[config.mk]
export PLATFORM = sky130hd
export DESIGN_NAME = core_fifo_mc
export DESIGN_NICKNAME = d
export VERILOG_FILES = /design/src/rtl/core_fifo_pkg.sv /design/src/rtl/core_fifo_channel.sv /design/src/rtl/core_fifo_mc.sv
export SDC_FILE = /design/constraint.sdc
export NUM_CORES = 2
export LEC_CHECK = 0
export CORE_ASPECT_RATIO = 0.7
export CORE_MARGIN = 2
export CORE_UTILIZATION = 40
export CTS_CLUSTER_DIAMETER = 100
export DETAILED_ROUTE_END_ITERATION = 16
export PLACE_DENSITY_LB_ADDON = 0.3
export SLEW_MARGIN = 20
export SYNTH_ARGS = -nofsm -noshare
export SYNTH_HDL_FRONTEND = slang
export SYNTH_HIERARCHICAL = 1
export SYNTH_SLANG_ARGS = --single-unit
[constraint.sdc]
create_clock -name iClk -period 5.67 [get_ports iClk]
set_clock_uncertainty 0.05 [all_clocks]
set_input_delay 1.4175 -clock iClk [delete_from_list [all_inputs] [get_ports iClk]]
set_output_delay 1.4175 -clock iClk [all_outputs]
set_load 0.02 [all_outputs]
[src/rtl/core_fifo_pkg.sv]
// Shared constants and helpers for the multi-channel memory-mapped FIFO.
package core_fifo_pkg;

  // Ceiling log2; returns 0 for n <= 1 so a single channel needs no select bits.
  function automatic int unsigned clog2(input int unsigned n);
    int unsigned r;
    r = 0;
    for (int unsigned v = (n > 0) ? n - 1 : 0; v > 0; v = v >> 1) r++;
    return r;
  endfunction

  localparam int unsigned DEFAULT_CHANNELS = 4;
  localparam int unsigned DEFAULT_DEPTH    = 16;
  localparam int unsigned CH_BITS          = clog2(DEFAULT_CHANNELS);
  localparam int unsigned PTR_W            = clog2(DEFAULT_DEPTH);
  localparam int unsigned CNT_W            = PTR_W + 1;

  // Status flag positions, counted down from the MSB of the data word.
  localparam int unsigned STS_FULL_FROM_MSB  = 0;
  localparam int unsigned STS_EMPTY_FROM_MSB = 1;

  function automatic int unsigned stsFullBit(input int unsigned w);
    return w - 1 - STS_FULL_FROM_MSB;
  endfunction

  function automatic int unsigned stsEmptyBit(input int unsigned w);
    return w - 1 - STS_EMPTY_FROM_MSB;
  endfunction

endpackage

[src/rtl/core_fifo_channel.sv]
// Single-channel FIFO: push/pop/flush, occupancy count and an async-read head word.
module core_fifo_channel
  import core_fifo_pkg::*;
#(
  parameter int unsigned WIDTH = 32,
  parameter int unsigned DEPTH = 16
) (
  input  logic                    iClk,
  input  logic                    iReset,
  input  logic                    iPush,
  input  logic                    iPop,
  input  logic                    iFlush,
  input  logic [WIDTH-1:0]        iPushData,
  output logic [WIDTH-1:0]        oHead,
  output logic                    oFull,
  output logic                    oEmpty,
  output logic [clog2(DEPTH):0]   oCount
);

  localparam int unsigned PW = clog2(DEPTH);
  localparam int unsigned CW = PW + 1;

  logic [WIDTH-1:0] mem [DEPTH];
  logic [PW-1:0]    wrPtr;
  logic [PW-1:0]    rdPtr;
  logic [CW-1:0]    count;
  logic             doPush;
  logic             doPop;

  assign oFull  = (count == CW'(DEPTH));
  assign oEmpty = (count == '0);
  assign oCount = count;
  assign oHead  = mem[rdPtr];

  // A pop in the same cycle frees a slot, so a full FIFO can still take a push.
  assign doPop  = iPop & ~oEmpty & ~iFlush;
  assign doPush = iPush & (~oFull | doPop);

  always_ff @(posedge iClk) begin
    if (iReset || iFlush) begin
      wrPtr <= '0;
      rdPtr <= '0;
      count <= '0;
    end else begin
      if (doPush) wrPtr <= wrPtr + PW'(1);
      if (doPop)  rdPtr <= rdPtr + PW'(1);
      case ({doPush, doPop})
        2'b10:   count <= count + CW'(1);
        2'b01:   count <= count - CW'(1);
        default: count <= count;
      endcase
    end
  end

  always_ff @(posedge iClk) begin
    if (doPush && !iReset) mem[wrPtr] <= iPushData;
  end

endmodule

[src/rtl/core_fifo_mc.sv]
// Memory-mapped multi-channel FIFO: address decode, byte masking, read mux and registered response.
module core_fifo_mc
  import core_fifo_pkg::*;
#(
  parameter int unsigned INTERFACE_WIDTH      = 32,
  parameter int unsigned INTERFACE_ADDR_WIDTH = 32,
  parameter int unsigned NUM_CHANNELS         = 4,
  parameter int unsigned DEPTH                = 16,
  parameter int unsigned ADDR_LSB             = 2
) (
  input  logic                              iClk,
  input  logic                              iReset,
  input  logic [INTERFACE_ADDR_WIDTH-1:0]   iWriteAddress,
  input  logic [INTERFACE_ADDR_WIDTH-1:0]   iReadAddress,
  input  logic [INTERFACE_WIDTH/8-1:0]      iWriteEnable,
  input  logic [INTERFACE_WIDTH-1:0]        iWriteData,
  input  logic                              iReadRequest,
  input  logic                              iWriteRequest,
  output logic [INTERFACE_WIDTH-1:0]        oReadData,
  output logic                              oReadDataValid,
  output logic                              oWriteAccept
);

  localparam int unsigned BYTES     = INTERFACE_WIDTH / 8;
  localparam int unsigned CHB       = clog2(NUM_CHANNELS);
  localparam int unsigned CH_IDX_W  = (CHB == 0) ? 1 : CHB;
  localparam int unsigned CW        = clog2(DEPTH) + 1;
  localparam int unsigned STS_BIT   = ADDR_LSB + CHB;
  localparam int unsigned FULL_BIT  = stsFullBit(INTERFACE_WIDTH);
  localparam int unsigned EMPTY_BIT = stsEmptyBit(INTERFACE_WIDTH);

  logic [CH_IDX_W-1:0]        wrCh;
  logic [CH_IDX_W-1:0]        rdCh;
  logic                       pushReq;
  logic                       flushReq;
  logic                       popReq;
  logic                       statusReq;
  logic                       popSameCh;
  logic                       popOk;
  logic [INTERFACE_WIDTH-1:0] maskedData;
  logic [INTERFACE_WIDTH-1:0] statusWord;
  logic [INTERFACE_WIDTH-1:0] chHead  [NUM_CHANNELS];
  logic                       chFull  [NUM_CHANNELS];
  logic                       chEmpty [NUM_CHANNELS];
  logic [CW-1:0]              chCount [NUM_CHANNELS];
  logic                       unusedAddr;

  assign unusedAddr = ^{iWriteAddress, iReadAddress};

  generate
    if (CHB == 0) begin : gSingleCh
      assign wrCh = '0;
      assign rdCh = '0;
    end else begin : gMultiCh
      assign wrCh = iWriteAddress[ADDR_LSB +: CHB];
      assign rdCh = iReadAddress[ADDR_LSB +: CHB];
    end
  endgenerate

  assign pushReq   = iWriteRequest & ~iWriteAddress[STS_BIT] & ~iReset;
  assign flushReq  = iWriteRequest &  iWriteAddress[STS_BIT] & ~iReset;
  assign popReq    = iReadRequest  & ~iReadAddress[STS_BIT]  & ~iReset;
  assign statusReq = iReadRequest  &  iReadAddress[STS_BIT];
  assign popSameCh = popReq & (rdCh == wrCh);

  // A flush on the popped channel wins; the pop then reports no data.
  assign popOk = popReq & ~chEmpty[rdCh] & ~(flushReq & (rdCh == wrCh));

  assign oWriteAccept = flushReq | (pushReq & (~chFull[wrCh] | popSameCh));

  always_comb begin
    maskedData = '0;
    for (int b = 0; b < BYTES; b++) begin
      if (iWriteEnable[b]) maskedData[b*8 +: 8] = iWriteData[b*8 +: 8];
    end
  end

  always_comb begin
    statusWord            = '0;
    statusWord[CW-1:0]    = chCount[rdCh];
    statusWord[FULL_BIT]  = chFull[rdCh];
    statusWord[EMPTY_BIT] = chEmpty[rdCh];
  end

  generate
    for (genvar c = 0; c < NUM_CHANNELS; c++) begin : gCh
      core_fifo_channel #(
        .WIDTH (INTERFACE_WIDTH),
        .DEPTH (DEPTH)
      ) uChannel (
        .iClk      (iClk),
        .iReset    (iReset),
        .iPush     (pushReq  & (wrCh == CH_IDX_W'(c))),
        .iPop      (popReq   & (rdCh == CH_IDX_W'(c))),
        .iFlush    (flushReq & (wrCh == CH_IDX_W'(c))),
        .iPushData (maskedData),
        .oHead     (chHead[c]),
        .oFull     (chFull[c]),
        .oEmpty    (chEmpty[c]),
        .oCount    (chCount[c])
      );
    end
  endgenerate

  // Response stage; data holds whenever nothing was serviced.
  always_ff @(posedge iClk) begin
    if (iReset) begin
      oReadData      <= '0;
      oReadDataValid <= 1'b0;
    end else begin
      oReadDataValid <= 1'b0;
      if (statusReq) begin
        oReadData      <= statusWord;
        oReadDataValid <= 1'b1;
      end else if (popOk) begin
        oReadData      <= chHead[rdCh];
        oReadDataValid <= 1'b1;
      end
    end
  end

endmodule
Word-level counts from Yosys, hierarchy flattened
Memories as Yosys holds them, arrays and structs flattened. A register that Yosys moved wholly into a read port is not among the register bits.
Cells that the tools add are included.
- $add $sub $neg: 16
- magnitude comparators: 2
- eq/ne operators: 19
- mux-type cells: 43
- bitwise operators: 62
- reduce and logical (&&, ||, !) cells: 21
- operators by type and width (kind ; number):
    $mux 32 ; 4
    $bmux 32 s2 ; 1
    $pmux 5 s2 ; 4
    $and 1x1->1 ; 36
    $add 4x1->4 const B ; 8
    $mux 4 ; 8
    $mux 8 ; 4
    $add 5x1->5 const B ; 4
    $eq 5x5->1 const B ; 4
    $logic_not 5->1 ; 4
    $sub 5x1->5 const B ; 4
    $not 1->1 ; 18
    $eq 2x2->1 const B ; 8
    $mux 1 ; 16
    $eq 2x1->1 const B ; 6
    $bmux 5 s2 ; 1
    $mux 5 ; 2
    $reduce_bool 2->1 ; 5
    $bmux 1 s2 ; 3
    $ge 3x3->1 const B ; 2
    $not 2->3 ; 2
    $or 1x1->1 ; 6
    $logic_and 1x1->1 ; 4
    $logic_not 2->1 ; 2
    other kinds (4) ; 7
- bits in registers: 85
- RAM bits: 2048
- bits of input ports: 104
- output and inout bits: 34
- word-level logic and storage cells: 182
- memories: 4
- memory list (memory ; words ; width ; rd ports ; clocked after memory_dff ; wr ports ; RTL line ; source):
    gCh[0].uChannel.mem ; 16 ; 32 ; 1 ; 1 ; 1 ; core_fifo_channel.sv:23 ; logic [WIDTH-1:0] mem [DEPTH];
    gCh[1].uChannel.mem ; 16 ; 32 ; 1 ; 1 ; 1 ; core_fifo_channel.sv:23 ;
    gCh[2].uChannel.mem ; 16 ; 32 ; 1 ; 1 ; 1 ; core_fifo_channel.sv:23 ;
    gCh[3].uChannel.mem ; 16 ; 32 ; 1 ; 1 ; 1 ; core_fifo_channel.sv:23 ;

Logic depth before layout (Yosys ltp)
- depth after elaboration: 11
- mapped depth: 14
- depth with buffers taken out: 13

Cells and area by module
The synthesis kept the hierarchy.
- by module, submodules not included (module ; times used ; cells an instance ; area an instance (um2) ; sequential area each (um2)):
    core_fifo_channel at gCh[0].uChannel ... ; 3 ; 900 ; 20041.7 ; 15715.1
    core_fifo_channel at gCh[3].uChannel ; 1 ; 911 ; 20115.5 ; 15715.1
    core_fifo_mc ; 1 ; 265 ; 2534.9 ; 660.6

Worst setup path after synthesis
No wires, ideal clock.
- kind: input to register
- start: input iReset
- end: memory gCh[0].uChannel.mem[3][0] (enable)
- library setup time: 421 ps
- data arrival time: 4775 ps
- data required time: 5199 ps
- path slack: 424 ps
- cell stages on the path: 8
- buffers on the path: 1
- path through: clkbuf_1 nand2b_1 or2_2 nor3_1 inv_1 a31oi_1 nand2_1 nor2_1
- cells in the longest elaborated chain, start to end: 10
- ends and longest elaborated chain (item ; RTL line ; source):
    start, declared ; core_fifo_mc.sv:12 ; input logic iReset,
    $not 1->1 ; core_fifo_mc.sv:60, core_fifo_mc.sv:61, core_fifo_mc.sv:62 ;
    $and 1x1->1 (on tied branches) ; core_fifo_mc.sv:62, core_fifo_mc.sv:61 ;
    $and 1x1->1 (on tied branches) ; core_fifo_mc.sv:94, core_fifo_mc.sv:95 ;
    $and 1x1->1 / $not 1->1 (equally long branches) ; core_fifo_channel.sv:36 ; assign doPop = iPop & ~oEmpty & ~iFlush;
    $and 1x1->1 ; core_fifo_channel.sv:36 ;
    $or 1x1->1 ; core_fifo_channel.sv:37 ; assign doPush = iPush & (~oFull | doPop);
    $and 1x1->1 ; core_fifo_channel.sv:37 ;
    $logic_and 1x1->1 * ; core_fifo_channel.sv:56 ; if (doPush && !iReset) mem[wrPtr] <= iPushData;
    $mux 1 * ; core_fifo_channel.sv:56 ;
    $mux 1 (not written as such) * ; core_fifo_channel.sv:56 ;
    end, declared ; core_fifo_channel.sv:23 ;
Mark *: on every way between the ends. The rest lies on a longest branch, timed or not.

Worst setup path in the final report
- start: input iWriteAddress[2]
- end: output oWriteAccept
- cells in the longest elaborated chain, start to end: 8
- ends and longest elaborated chain (item ; RTL line ; source):
    start, declared ; core_fifo_mc.sv:13 ; input logic [INTERFACE_ADDR_WIDTH-1:0] iWriteAddress,
    $not 2->3 (not written as such) ; core_fifo_mc.sv:69 ; assign oWriteAccept = flushReq | (pushReq & (~chFull[wrCh] | popSameCh));
    $bmux 1 s2 ; core_fifo_mc.sv:69 ;
    $mux 1 (not written as such) (2 in a row) ; core_fifo_mc.sv:69 ;
    $not 1->1 ; core_fifo_mc.sv:69 ;
    $or 1x1->1 * ; core_fifo_mc.sv:69 ;
    $and 1x1->1 * ; core_fifo_mc.sv:69 ;
    $or 1x1->1 * ; core_fifo_mc.sv:69 ;
    end, declared ; core_fifo_mc.sv:21 ; output logic oWriteAccept
Mark *: on every way between the ends. The rest lies on a longest branch, timed or not. The select of a mux whose other input is x is not followed.

==> load_flow_metrics.sql <==
INSERT INTO impl_metrics (metric_group, metric, value, unit) VALUES
('yosys', 'synth_edf_count', '2048', ''),
('yosys', 'synth-compound-area-share', '3.21', '%'),
('yosys', 'synth.mux.area_fraction', '15.3', '%'),
('setup_path', 'critPathKind', 'input port to output pin', ''),
('cts', 'clk_pin_slew_worst_paths', '60', 'ps'),
('route', 'drt_wl_total', '213000', 'um'),
('cts', 'cts_root_buffer', 'sky130_fd_sc_hd__clkbuf_16', ''),
('yosys', 'basic_gate_share_of_the_synthesized_area_counting_and_or_nand_and_nor_cells', '2.65', '%'),
('route', 'number_of_remaining_drc_errors', '0', ''),
('floorplan', 'x_dimension_of_the_die', '548', 'um'),
('yosys', 'syn_avg_cell_area', '21.4', 'sq um'),
('sta', 'timing.setup.tns', '0', 'ps'),
('placement', 'globalplace.congestion', '0.799', ''),
('global_routing', 'initial_antenna_violation_count', '18', ''),
('finish', 'drive_above_1_share', '26.7', '%'),
('floorplan', 'number_of_top_level_pins', '138', ''),
('cts', 'cts_buffer_depth', '4', ''),
('route', 'drt-vias-per-instance', '5.73', ''),
('placement', 'postPlaceCellArea', '88700', 'sq um'),
('route', 'detailedRoute.firstIterationViolations', '5329', ''),
('global_routing', 'maximum_number_of_pins_on_one_net_before_global_route_repair', '65', ''),
('setup_path', 'timing.critical_path.from_type', 'input port', ''),
('finish', 'design_area_final', '95000', 'sq um'),
('finish', 'areaGrowthSynthToFinish', '14.8', '%'),
('placement', 'half_perimeter_wire_length_of_the_detailed_placement_result', '127000', 'um'),
('route', 'avgRoutedWirePerCell', '30.3', 'um'),
('cts', 'tritoncts_clock_tree', 'built', ''),
('yosys', 'syn_nets', '4016', ''),
('cts', 'cts_setup_buffers', '0', ''),
('yosys', 'main_combinational_cell_family_by_area_after_synthesis', 'multiplexers', ''),
('finish', 'num-nets-final', '4273', ''),
('floorplan', 'initial_utilization', '40.3', '%'),
('route', 'route.antenna.remaining_nets', '0', ''),
('cts', 'clk_latency', '830', 'ps'),
('finish', 'commonest_non_fill_non_tap_cells_in_the_layout', 'sky130_fd_sc_hd__edfxtp_1, sky130_fd_sc_hd__mux4_2, sky130_fd_sc_hd__a22oi_1', ''),
('setup_path', 'worstPathArrival', '3470', 'ps'),
('sta', 'max_freq', '202', 'MHz'),
('yosys', 'synthAdderAreaFrac', '0.580', '%'),
('global_routing', 'global_route.overflow_total', '0', ''),
('sta', 'tightestPinTransition', '1150', 'ps'),
('sta', 'final_hold_viol_count', '0', ''),
('sta', 'rsz0062_at_grt', 'no', ''),
('yosys', 'synth-seq-area-share', '76.7', '%'),
('run', 'maxCapViolations', '0', ''),
('power', 'static-leakage-power', '29.2', 'nW'),
('route', 'drt_pre_antenna_iters', '7', ''),
('floorplan', 'die_area', '211000', 'sq um'),
('global_routing', 'first_global_vias', '39700', ''),
('placement', 'port_buffers', '79', ''),
('route', 'count_of_vias_placed_by_the_detailed_router', '40300', ''),
('floorplan', 'floorplan.die.height', '385', 'um'),
('status', 'result_of_the_run', 'finished, final reports clean', ''),
('sta', 'timing_max_transition_violations_final', '0', ''),
('yosys', 'postSynth.asyncResetShare', '0', '%'),
('floorplan', 'floorplan.core_area', '205000', 'sq um'),
('sta', 'worst_slack', '729', 'ps'),
('setup_path', 'timing.critical_path.required', '4200', 'ps'),
('yosys', 'cell_variety_after_synth', '59', ''),
('finish', 'finalNonFillerCells', '7031', ''),
('power', 'total_design_power', '0.0311', 'W'),
('power', 'power.ir.vdd_worst', '272', 'uV'),
('finish', 'most_common_library_cell_in_the_layout_ignoring_fill_and_taps', 'sky130_fd_sc_hd__edfxtp_1', ''),
('hold_path', 'min-delay-path-class', 'flip-flop to flip-flop', ''),
('yosys', 'synthesis.area', '82800', 'sq um'),
('sta', 'layout_min_cycle_time', '4940', 'ps'),
('yosys', 'synthesized_flop_and_latch_total', '2149', ''),
('floorplan', 'num_rows', '139', ''),
('power', 'power_density', '328', 'nW/um^2'),
('cts', 'cts_resized', '0', ''),
('sta', 'ratio_of_final_minimum_period_to_clock_period', '87.1', '%'),
('global_routing', 'global_route_wire_length_before_repair', '300000', 'um');
cell families after synthesis:
logic type               Yosys count
multiplexers                     581
buffers and inverters            231
XOR/XNOR                          35
AND/OR/NAND/NOR                  488
AO/OA/AOI/OAI                    356
flip-flops                      2149
adder cells (fa/ha/maj)           36
cell type report:
cell class / instances / area (sq um) / share of cell area [%]
antenna: 4 / 10.0 / 0.0105
tap: 2749 / 3440 / 3.62
sequential: 2149 / 63600 / 66.9
inverter: 27 / 101 / 0.107
multi-input combinational: 1496 / 18900 / 19.9
clock buffer: 248 / 5340 / 5.62
clock inverter: 102 / 972 / 1.02
timing repair buffer: 256 / 2720 / 2.86
path summary, 6_finish.rpt:
check                        start             to  slack (ps)  cells after the start
hold / removal       oReadData[19]  oReadData[19]         410                      2
setup / recovery  iWriteAddress[2]   oWriteAccept         730                      4
hold reg to reg      oReadData[19]  oReadData[19]         410                      2
setup reg to reg         flip-flop  oReadData[19]        2070                      7
stage by stage:
stage	util, %	hold WS [ps]
after detailed placement	43.2	402
after global placement	43.2	393
after floorplan	-	409
after global routing	46.3	434
after CTS	46.3	414
final	46.3	407
Yosys cell counts, types with 23 or more instances:
cell type | instances | area, sq um
sky130_fd_sc_hd__mux4_2 | 546 | 12300
sky130_fd_sc_hd__ha_1 | 32 | 400
sky130_fd_sc_hd__a22oi_1 | 259 | 1940
sky130_fd_sc_hd__nor2_1 | 147 | 552
sky130_fd_sc_hd__dfxtp_1 | 101 | 2020
sky130_fd_sc_hd__edfxtp_1 | 2048 | 61500
sky130_fd_sc_hd__mux2i_1 | 23 | 230
sky130_fd_sc_hd__buf_2 | 58 | 290
sky130_fd_sc_hd__nand2_1 | 215 | 807
sky130_fd_sc_hd__and2_1 | 36 | 225
sky130_fd_sc_hd__inv_1 | 27 | 101
sky130_fd_sc_hd__clkbuf_1 | 122 | 458
flip-flops by register name, summed over array words and instances, names as in the netlist, named ones only:
register	flops
oReadData	32
gCh.uChannel/wrPtr	16
oReadDataValid	1
gCh.uChannel/mem	2048
gCh.uChannel/oCount	20
gCh.uChannel/rdPtr	16
worst max-delay path: stages:
cell,delay [ps]
sky130_fd_sc_hd__clkdlybuf4s50_1,650
sky130_fd_sc_hd__mux4_2,550
sky130_fd_sc_hd__a21oi_1,210
sky130_fd_sc_hd__clkdlybuf4s50_1,640
metal layers:
layer  vias up  global-route usage [%]  share of wire [%]
li1      16700                       -                  -
met1     21500                    30.5                 44
met3       246                    5.14                 10
met2      1794                    29.4                 44
met5         -                       0              0.016
met4         6                    4.42                2.2
report_power, final:
part / switching [W] / total [W] / internal (W)
registers: 0.0000191 / 0.0174 / 0.0174
logic: 0.000430 / 0.000561 / 0.000132
clock network: 0.00571 / 0.0132 / 0.00748
(Power assumes the default switching activity.)
